File: config.mk
export PLATFORM = sky130hd
export DESIGN_NAME = rtc_bus_arbiter
export DESIGN_NICKNAME = d
export VERILOG_FILES = /design/src/rtl/rtc_bus_arbiter.sv
export SDC_FILE = /design/constraint.sdc
export NUM_CORES = 1
export LEC_CHECK = 0
export ABC_AREA = 1
export CAP_MARGIN = 20
export CORE_MARGIN = 2
export CORE_UTILIZATION = 43
export CTS_CLUSTER_DIAMETER = 30
export DETAILED_ROUTE_END_ITERATION = 7
export GPL_TIMING_DRIVEN = 0
export MAX_ROUTING_LAYER = met4
export PLACE_DENSITY = 0.81
export SLEW_MARGIN = 20
export SYNTH_ARGS = -nofsm -noshare
export SYNTH_HDL_FRONTEND = slang
export SYNTH_SLANG_ARGS = --single-unit
File: constraint.sdc
create_clock -name clk -period 1.7 [get_ports clk]
set_input_delay 0.255 -clock clk [delete_from_list [all_inputs] [get_ports clk]]
set_output_delay 0.255 -clock clk [all_outputs]
set_load 0.03 [all_outputs]
File: src/rtl/rtc_bus_arbiter.sv
// rtc_bus_arbiter
//
// Shares the single RTC external-bus cycle engine between three requesters:
// initialization (0), user write control (1) and periodic read sweep (2).
// One command is latched in IDLE, issued to the engine with a one-cycle start
// pulse, and then awaited until the engine reports completion or the wait
// counter expires. The winning requester gets a one-cycle done pulse, and read
// data is returned on rdata.
//
// Ports
//   clk, reset        system clock; asynchronous active-high reset
//   req[2:0]          per-requester request (0 init, 1 user, 2 sweep)
//   wr[2:0]           per-requester command type, 1 = write
//   addr_in[23:0]     per-requester address, byte i belongs to requester i
//   wdata_in[23:0]    per-requester write data, same packing
//   clr_err           synchronous clear of timeout_err
//   gnt[2:0]          one-hot grant, held for the whole transaction
//   done[2:0]         one-cycle completion pulse to the granted requester
//   rdata[7:0]        read result, held until the next completion
//   busy              high in every state except IDLE
//   timeout_err       sticky flag, set when a transaction times out
//   bus_iniciar       one-cycle start pulse to the engine
//   bus_escribe       engine cycle type, 1 = write
//   bus_dir, bus_dato address and write data to the engine
//   bus_final         engine completion pulse
//   bus_rdata         engine read data, valid with bus_final

module rtc_bus_arbiter #(
   parameter int unsigned TIMEOUT = 255
) (
   input  logic        clk,
   input  logic        reset,
   input  logic [2:0]  req,
   input  logic [2:0]  wr,
   input  logic [23:0] addr_in,
   input  logic [23:0] wdata_in,
   input  logic        clr_err,
   output logic [2:0]  gnt,
   output logic [2:0]  done,
   output logic [7:0]  rdata,
   output logic        busy,
   output logic        timeout_err,
   output logic        bus_iniciar,
   output logic        bus_escribe,
   output logic [7:0]  bus_dir,
   output logic [7:0]  bus_dato,
   input  logic        bus_final,
   input  logic [7:0]  bus_rdata
);

   typedef enum logic [1:0] {IDLE, ISSUE, WAIT, DONE} state_t;

   localparam logic [7:0] CNT_LAST = 8'(TIMEOUT - 1);

   state_t      state_q, state_d;
   logic [2:0]  gnt_q, gnt_d;
   logic [7:0]  rdata_q, rdata_d;
   logic        err_q, err_d;
   logic        escribe_q, escribe_d;
   logic [7:0]  dir_q, dir_d;
   logic [7:0]  dato_q, dato_d;
   logic [7:0]  cnt_q, cnt_d;
   // 1 = sweep was the last of user/sweep to be served, so user wins the next
   // tie. Init wins never touch it.
   logic        last_sweep_q, last_sweep_d;

   logic [1:0]  sel;
   logic        timeout_hit;

   // Winner index: init has absolute priority, user/sweep alternate on a tie.
   always_comb begin
      sel = 2'd0;
      if (req[0])                sel = 2'd0;
      else if (req[1] && req[2]) sel = last_sweep_q ? 2'd1 : 2'd2;
      else if (req[1])           sel = 2'd1;
      else if (req[2])           sel = 2'd2;
   end

   // NOTE: every signal gets its hold value first so no path leaves one
   // unassigned; otherwise synthesis infers a latch.
   always_comb begin
      state_d      = state_q;
      gnt_d        = gnt_q;
      rdata_d      = rdata_q;
      escribe_d    = escribe_q;
      dir_d        = dir_q;
      dato_d       = dato_q;
      cnt_d        = cnt_q;
      last_sweep_d = last_sweep_q;
      timeout_hit  = 1'b0;

      case (state_q)
         IDLE: begin
            if (|req) begin
               gnt_d     = 3'(1 << sel);
               escribe_d = wr[sel];
               dir_d     = addr_in[{sel, 3'b000} +: 8];
               dato_d    = wdata_in[{sel, 3'b000} +: 8];
               state_d   = ISSUE;
            end
         end
         ISSUE: begin
            cnt_d   = 8'd0;
            state_d = WAIT;
         end
         WAIT: begin
            // Completion is checked before the timeout so a bus_final landing
            // on the last wait cycle still counts as success.
            if (bus_final) begin
               if (!escribe_q) rdata_d = bus_rdata;
               state_d = DONE;
            end else if (cnt_q == CNT_LAST) begin
               timeout_hit = 1'b1;
               rdata_d     = 8'hFF;
               state_d     = DONE;
            end else begin
               cnt_d = cnt_q + 8'd1;
            end
         end
         DONE: begin
            if (gnt_q[1])      last_sweep_d = 1'b0;
            else if (gnt_q[2]) last_sweep_d = 1'b1;
            gnt_d   = 3'b000;
            state_d = IDLE;
         end
         default: state_d = IDLE;
      endcase

      // A timeout in the same cycle as clr_err keeps the flag set.
      err_d = timeout_hit | (err_q & ~clr_err);
   end

   // NOTE: non-blocking assignments so every flop samples pre-edge values.
   always_ff @(posedge clk or posedge reset) begin
      if (reset) begin
         state_q      <= IDLE;
         gnt_q        <= 3'b000;
         rdata_q      <= 8'h00;
         err_q        <= 1'b0;
         escribe_q    <= 1'b0;
         dir_q        <= 8'h00;
         dato_q       <= 8'h00;
         cnt_q        <= 8'h00;
         last_sweep_q <= 1'b1;
      end else begin
         state_q      <= state_d;
         gnt_q        <= gnt_d;
         rdata_q      <= rdata_d;
         err_q        <= err_d;
         escribe_q    <= escribe_d;
         dir_q        <= dir_d;
         dato_q       <= dato_d;
         cnt_q        <= cnt_d;
         last_sweep_q <= last_sweep_d;
      end
   end

   assign gnt         = gnt_q;
   assign done        = (state_q == DONE) ? gnt_q : 3'b000;
   assign rdata       = rdata_q;
   assign busy        = (state_q != IDLE);
   assign timeout_err = err_q;
   assign bus_iniciar = (state_q == ISSUE);
   assign bus_escribe = escribe_q;
   assign bus_dir     = dir_q;
   assign bus_dato    = dato_q;

endmodule

# [After elaboration in Yosys (flattened, before gate mapping)]
# Index checks and enable logic that the tools add are counted.
[word_totals] output_inout_bits=34 in_bits=66 word_cells=65 ff_bits=40
[op_classes] n_shift=3 eq_ne=9 n_reduce_logical=14 mux=25 n_addsub=1 bitwise=3 order_cmp=1
[op_table] operator="$shiftx A24 B6 Y8" count=2
[op_table] operator="$mux W8" count=5
[op_table] operator="$mux W2" count=8
[op_table] operator="$pmux W8 S2" count=1
[op_table] operator="$reduce_bool A2 Y1" count=5
[op_table] operator="$add A8 B1 Y8 const B" count=1
[op_table] operator="$eq A8 B8 Y1 const B" count=1
[op_table] operator="$ne A2 B2 Y1 const B" count=4
[op_table] operator="$pmux W2 S4" count=1
[op_table] operator="$reduce_and A2 Y1" count=4
[op_table] operator="$mux W1" count=6
[op_table] operator="$mux W3" count=2
[op_table] operator="$pmux W3 S2" count=1
[op_table] operator="$reduce_and A3 Y1" count=2
[op_table] operator="$eq A2 B2 Y1 const B" count=2
[op_table] operator="$lt A2 B3 Y1 const B" count=1
[op_table] operator="$ne A3 B3 Y1 const B" count=1
[op_table] operator="$reduce_or A3 Y1" count=1
[op_table] operator="$shl A1 B2 Y3 const A" count=1
[op_table] operator="$bmux W1 S2" count=1
[op_table] operator="$eq A2 B1 Y1 const B" count=1
[op_table] operator="$logic_not A2 Y1" count=1
[op_table] operator="$and A1 B1 Y1" count=1
[op_table] operator="$logic_and A1 B1 Y1" count=1
[op_table] operator="other kinds (2)" count=2

# [Depth between registers and ports, before layout]
[depth] word_depth=7 mapped_depth=10 depth_no_buf=9

# [Least setup slack after synthesis]
# OpenSTA, ideal clock, no wires.
[synth_timing] kind="reg2reg" from="reg cnt_q[0]" to="reg rdata_q[3], in the netlist rdata[3]" path_buffers=1 stages_incl_launch_ff=11 arrival_ps=1288 t_required_ps=1580 period_less_slack_ps=1408 setup_slack_ps=292 setup_time_ps=120 cell_sequence="dfrtp_1 -> inv_1 -> ha_1 -> nand2_1 -> nor2_1 -> nand3_2 -> nand2_2 -> nand2_4 -> buf_6 -> nand2_2 -> o21ai_2"
[synth_between] elab_chain_cells=3
[synth_rtl] element="start, declared" line="62" source="logic [7:0] cnt_q, cnt_d;"
[synth_rtl] element="start signal, assigned" line="153" source="cnt_q <= cnt_d;"
[synth_rtl] element="$eq A8 B8 Y1" line="112" source="end else if (cnt_q == CNT_LAST) begin"
[synth_rtl] element="$reduce_bool A2 Y1 (no source line)"
[synth_rtl] element="$reduce_and A3 Y1 (no source line)"
[synth_rtl] element="end signal, assigned" line="148" source="rdata_q <= rdata_d;"
[synth_rtl] element="end, declared" line="57" source="logic [7:0] rdata_q, rdata_d;"
# No other way between the ends.
# A chain may end at the register's enable or synchronous reset.

# [Worst setup path after layout]
[layout_timing] from="reg state_q[0]" to="out done[1]"
[layout_between] elab_chain_cells=2
[layout_rtl] element="start, declared" line="55" source="state_t state_q, state_d;"
[layout_rtl] element="start signal, assigned" line="146" source="state_q <= state_d;"
[layout_rtl] element="$eq A2 B2 Y1" line="159" source="assign done = (state_q == DONE) ? gnt_q : 3'b000;"
[layout_rtl] element="$mux W3" line="159"
[layout_rtl] element="end, declared" line="39" source="output logic [2:0] done,"
# No other way between the ends.

==> impl_metrics.yaml <==
outcome:
  outcome: "finished clean"
synthesis:
  synthCells: 314
  synthArstFlopShare_pct: 100.0
  synth_top_area_cell: "dfrtp_1"
  synthDistinctLibCells: 28
  ys_top_cells_by_area: "dfrtp_1 42%, nor2_1 11%, nand2_1 11%"
  syn_nets: 387
  yosysWarnings: 0
  ys.flop_type: "dfrtp_1"
  netlist_top_cells_count: "67 x nor2_1, 66 x nand2_1, 42 x inv_1"
  syn_area_per_cell_sq_um: 7.431
  syn-cell-area_sq_um: 2333
  yosysTopAreaCellShare_pct: 41.82
  synth-seq-cells: 40
  yosysMostFrequentCell: "nor2_1"
  synth_edf_count: 0
  synth.yosys.seq_area_share_pct: 42.95
flow_run:
  cap_violations: 0
sta:
  setup_viol: 0
  fmax_mhz: 608.4
  fin_ws_ns: 0.05629
  maxSlewViolCount: 0
  slew_headroom_pct: 74.68
  finalHoldViolations: 0
  fin_crit_sh_pct: 96.69
  fin_skew_ns: 0.003323
  tightest_slew_ns: 0.3787
  min_period_ns: 1.644
die:
  die-area_sq_um: 6032
  die_y_um: 77.67
  io-pin-count: 100
  start_util_pct: 45.11
  coreArea_sq_um: 5172
  row_count: 26
  die_w_um: 77.67
placement:
  pre_cts_ws_ns: -0.1133
  placed_area_sq_um: 3432
  placed_cells: 484
  gp_congestion: 0.8001
  dp_hpwl_um: 4909
  port_buffers: 99
route:
  drt_iter0_markers: 139
  drt-pass1-iter-count: 4
  vias: 2390
  drcViolationCount: 0
  routed_wl_um: 6221
  antenna_left: 0
  viasPerCell: 4.868
  post_drt_wl_per_cell_um: 12.67
critical_path:
  required_ns: 1.44
  crit_fanout: 4
  startpoint_type: "flip-flop"
  end_kind: "primary output"
  critPathKind: "flip-flop to primary output"
  arrival_ns: 1.39
global_route:
  grt_max_degree: 28
  grt_pass1_vias: 2281
  antenna_found_initial: 0
  met1_usage_pct: 26.62
  grt_pass1_wl_um: 10430
  grt_overflow: 0
  use_met2_pct: 35.17
  top_usage_layer: "met2"
  grt_use_total_pct: 22.09
  grt_util_met3_pct: 8.023
layout:
  diodes: 0
  drive_gt1_share_pct: 10.93
  finalNonFillerCells: 491
  synthToLayoutAreaGrowth_pct: 50.56
  final_cell_area_sq_um: 3513
  fin_nets: 494
pwr:
  power_frac_seq_pct: 29.5
  intPower_mw: 2.958
  p_sw_mw: 2.469
  swShare_pct: 45.49
  ir_drop_mv: 0.7600
  pwr-share-clk_pct: 11.1
  combPwrFrac_pct: 59.4
  p_leak_nw: 1.652
  power_density_nw_per_um2: 1545
clock_network:
  cts_buffers: 5
  insertion_delay_ns: 0.29
  cts_tree: "built"
  clk_pin_slew_ns: 0.07
  htree_levels: 2
  cts_sinks: 40
  clk_path_buf_depth: 2
  cts_root_buf: "clkbuf_8"
hold_path:
  hp-class: "primary input to async pin"
[path summary, 6_finish.rpt]
path | start | endpoint | slack (ns) | cells past startpoint
setup / recovery | state_q[0] | done[1] | 0.06 | 4
hold / removal | reset | bus_dir[1] | 0.23 | 2
setup reg to reg | state_q[0] | cnt_q[6] | 0.10 | 8
hold reg to reg | rdata[2] | rdata[2] | 0.49 | 2
max in group asynchronous | reset | last_sweep_q | 0.94 | 3
min in group clk | rdata[2] | rdata[2] | 0.49 | 2
[placed cells by master (no fill, tap or decap), types with 3 or more instances in the layout]
cell	Yosys	routed
buf_2	5	5
clkdlybuf4s50_1	0	94
ha_1	7	6
buf_4	3	3
nand3_2	3	3
o21ai_2	8	8
nand2_1	66	66
nand3_1	25	25
inv_1	42	41
clkbuf_8	1	6
nor2_1	67	67
dfrtp_1	39	39
o22ai_1	4	4
nand2_2	5	5
o21ai_0	7	7
clkbuf_2	0	4
a31oi_1	16	16
[kinds of logic (layout without fill, tap and decap cells)]
logic type                 Yosys count  count (layout)  synth area share (%)
xor gates and xnor gates             2               2                0.7508
buffers and inverters               56             163                 10.51
DFF                                 40              40                 42.95
and+or+nand+nor                    171             171                 31.42
adders and majority gates            7               7                 3.753
AOI/OAI and AO/OA                   38              38                 10.62
[flip-flops by register name, summed over array words and instances (netlist names)]
| signal | count |
|---|---|
| gnt | 3 |
| bus_escribe | 1 |
| timeout_err | 1 |
| rdata | 8 |
| bus_dir | 8 |
| state_q | 2 |
| cnt_q | 8 |
| bus_dato | 8 |
| last_sweep_q | 1 |
[worst max-delay path: stages, from the launching register on]
cell and delay [ns]:
dfrtp_1 0.42, ha_1 0.27, nand2_1 0.10, inv_1 0.04, clkdlybuf4s15_2 0.27
[power groups by stage]
stage	Clock, mW	Sequential (mW)	Combinational [mW]
2_1_floorplan	0	2.25	1.31
3_3_place_gp	0	1.61	3.15
3_5_place_dp	0	1.61	3.23
4_1_cts	0.611	1.60	3.21
5_1_grt	0.654	1.66	3.51
6_report	0.605	1.60	3.22
[final cells by class]
class / count / area (sq um)
clock buffer: 6 / 72.57
buffer: 11 / 77.57
fill: 435 / 1659
multi-input combinational: 218 / 1099
inverter: 45 / 171.4
timing repair buffer: 100 / 998.5
clock inverter: 1 / 5.005
tap: 70 / 87.58
sequential: 40 / 1002
[stage by stage]
| step | utilization, % | setup TNS, ns | hold WS (ns) | power [mW] |
|---|---|---|---|---|
| 6_report | 67.92 | 0 | 0.2349 | 5.427 |
| 3_5_place_dp | 66.35 | -0.9890 | 0.4738 | 4.838 |
| 3_3_place_gp | 65.97 | -13.92 | 0.4667 | 4.752 |
| 2_1_floorplan | - | 0 | 0.3540 | 3.558 |
| 4_1_cts | 67.88 | 0 | 0.2392 | 5.423 |
| 5_1_grt | 67.92 | -0.02064 | 0.2497 | 5.820 |
[metal layers]
layer / part of all wire (%) / vias to the layer above
met1: 41 / 1094
met4: 1.4 / 0
met3: 8.7 / 10
met5: 0 / -
met2: 49 / 90
li1: - / 1196
[repair_timing]
| action | CTS | global route |
|---|---|---|
| setup endpoints to repair | 5 | 14 |
| setup buffers | 0 | 0 |
| hold buffers | 0 | 0 |
| hold endpoints to repair | 0 | 0 |
| gates resized for setup | 11 | 8 |
Note: power is estimated with default switching activity, not from simulation.
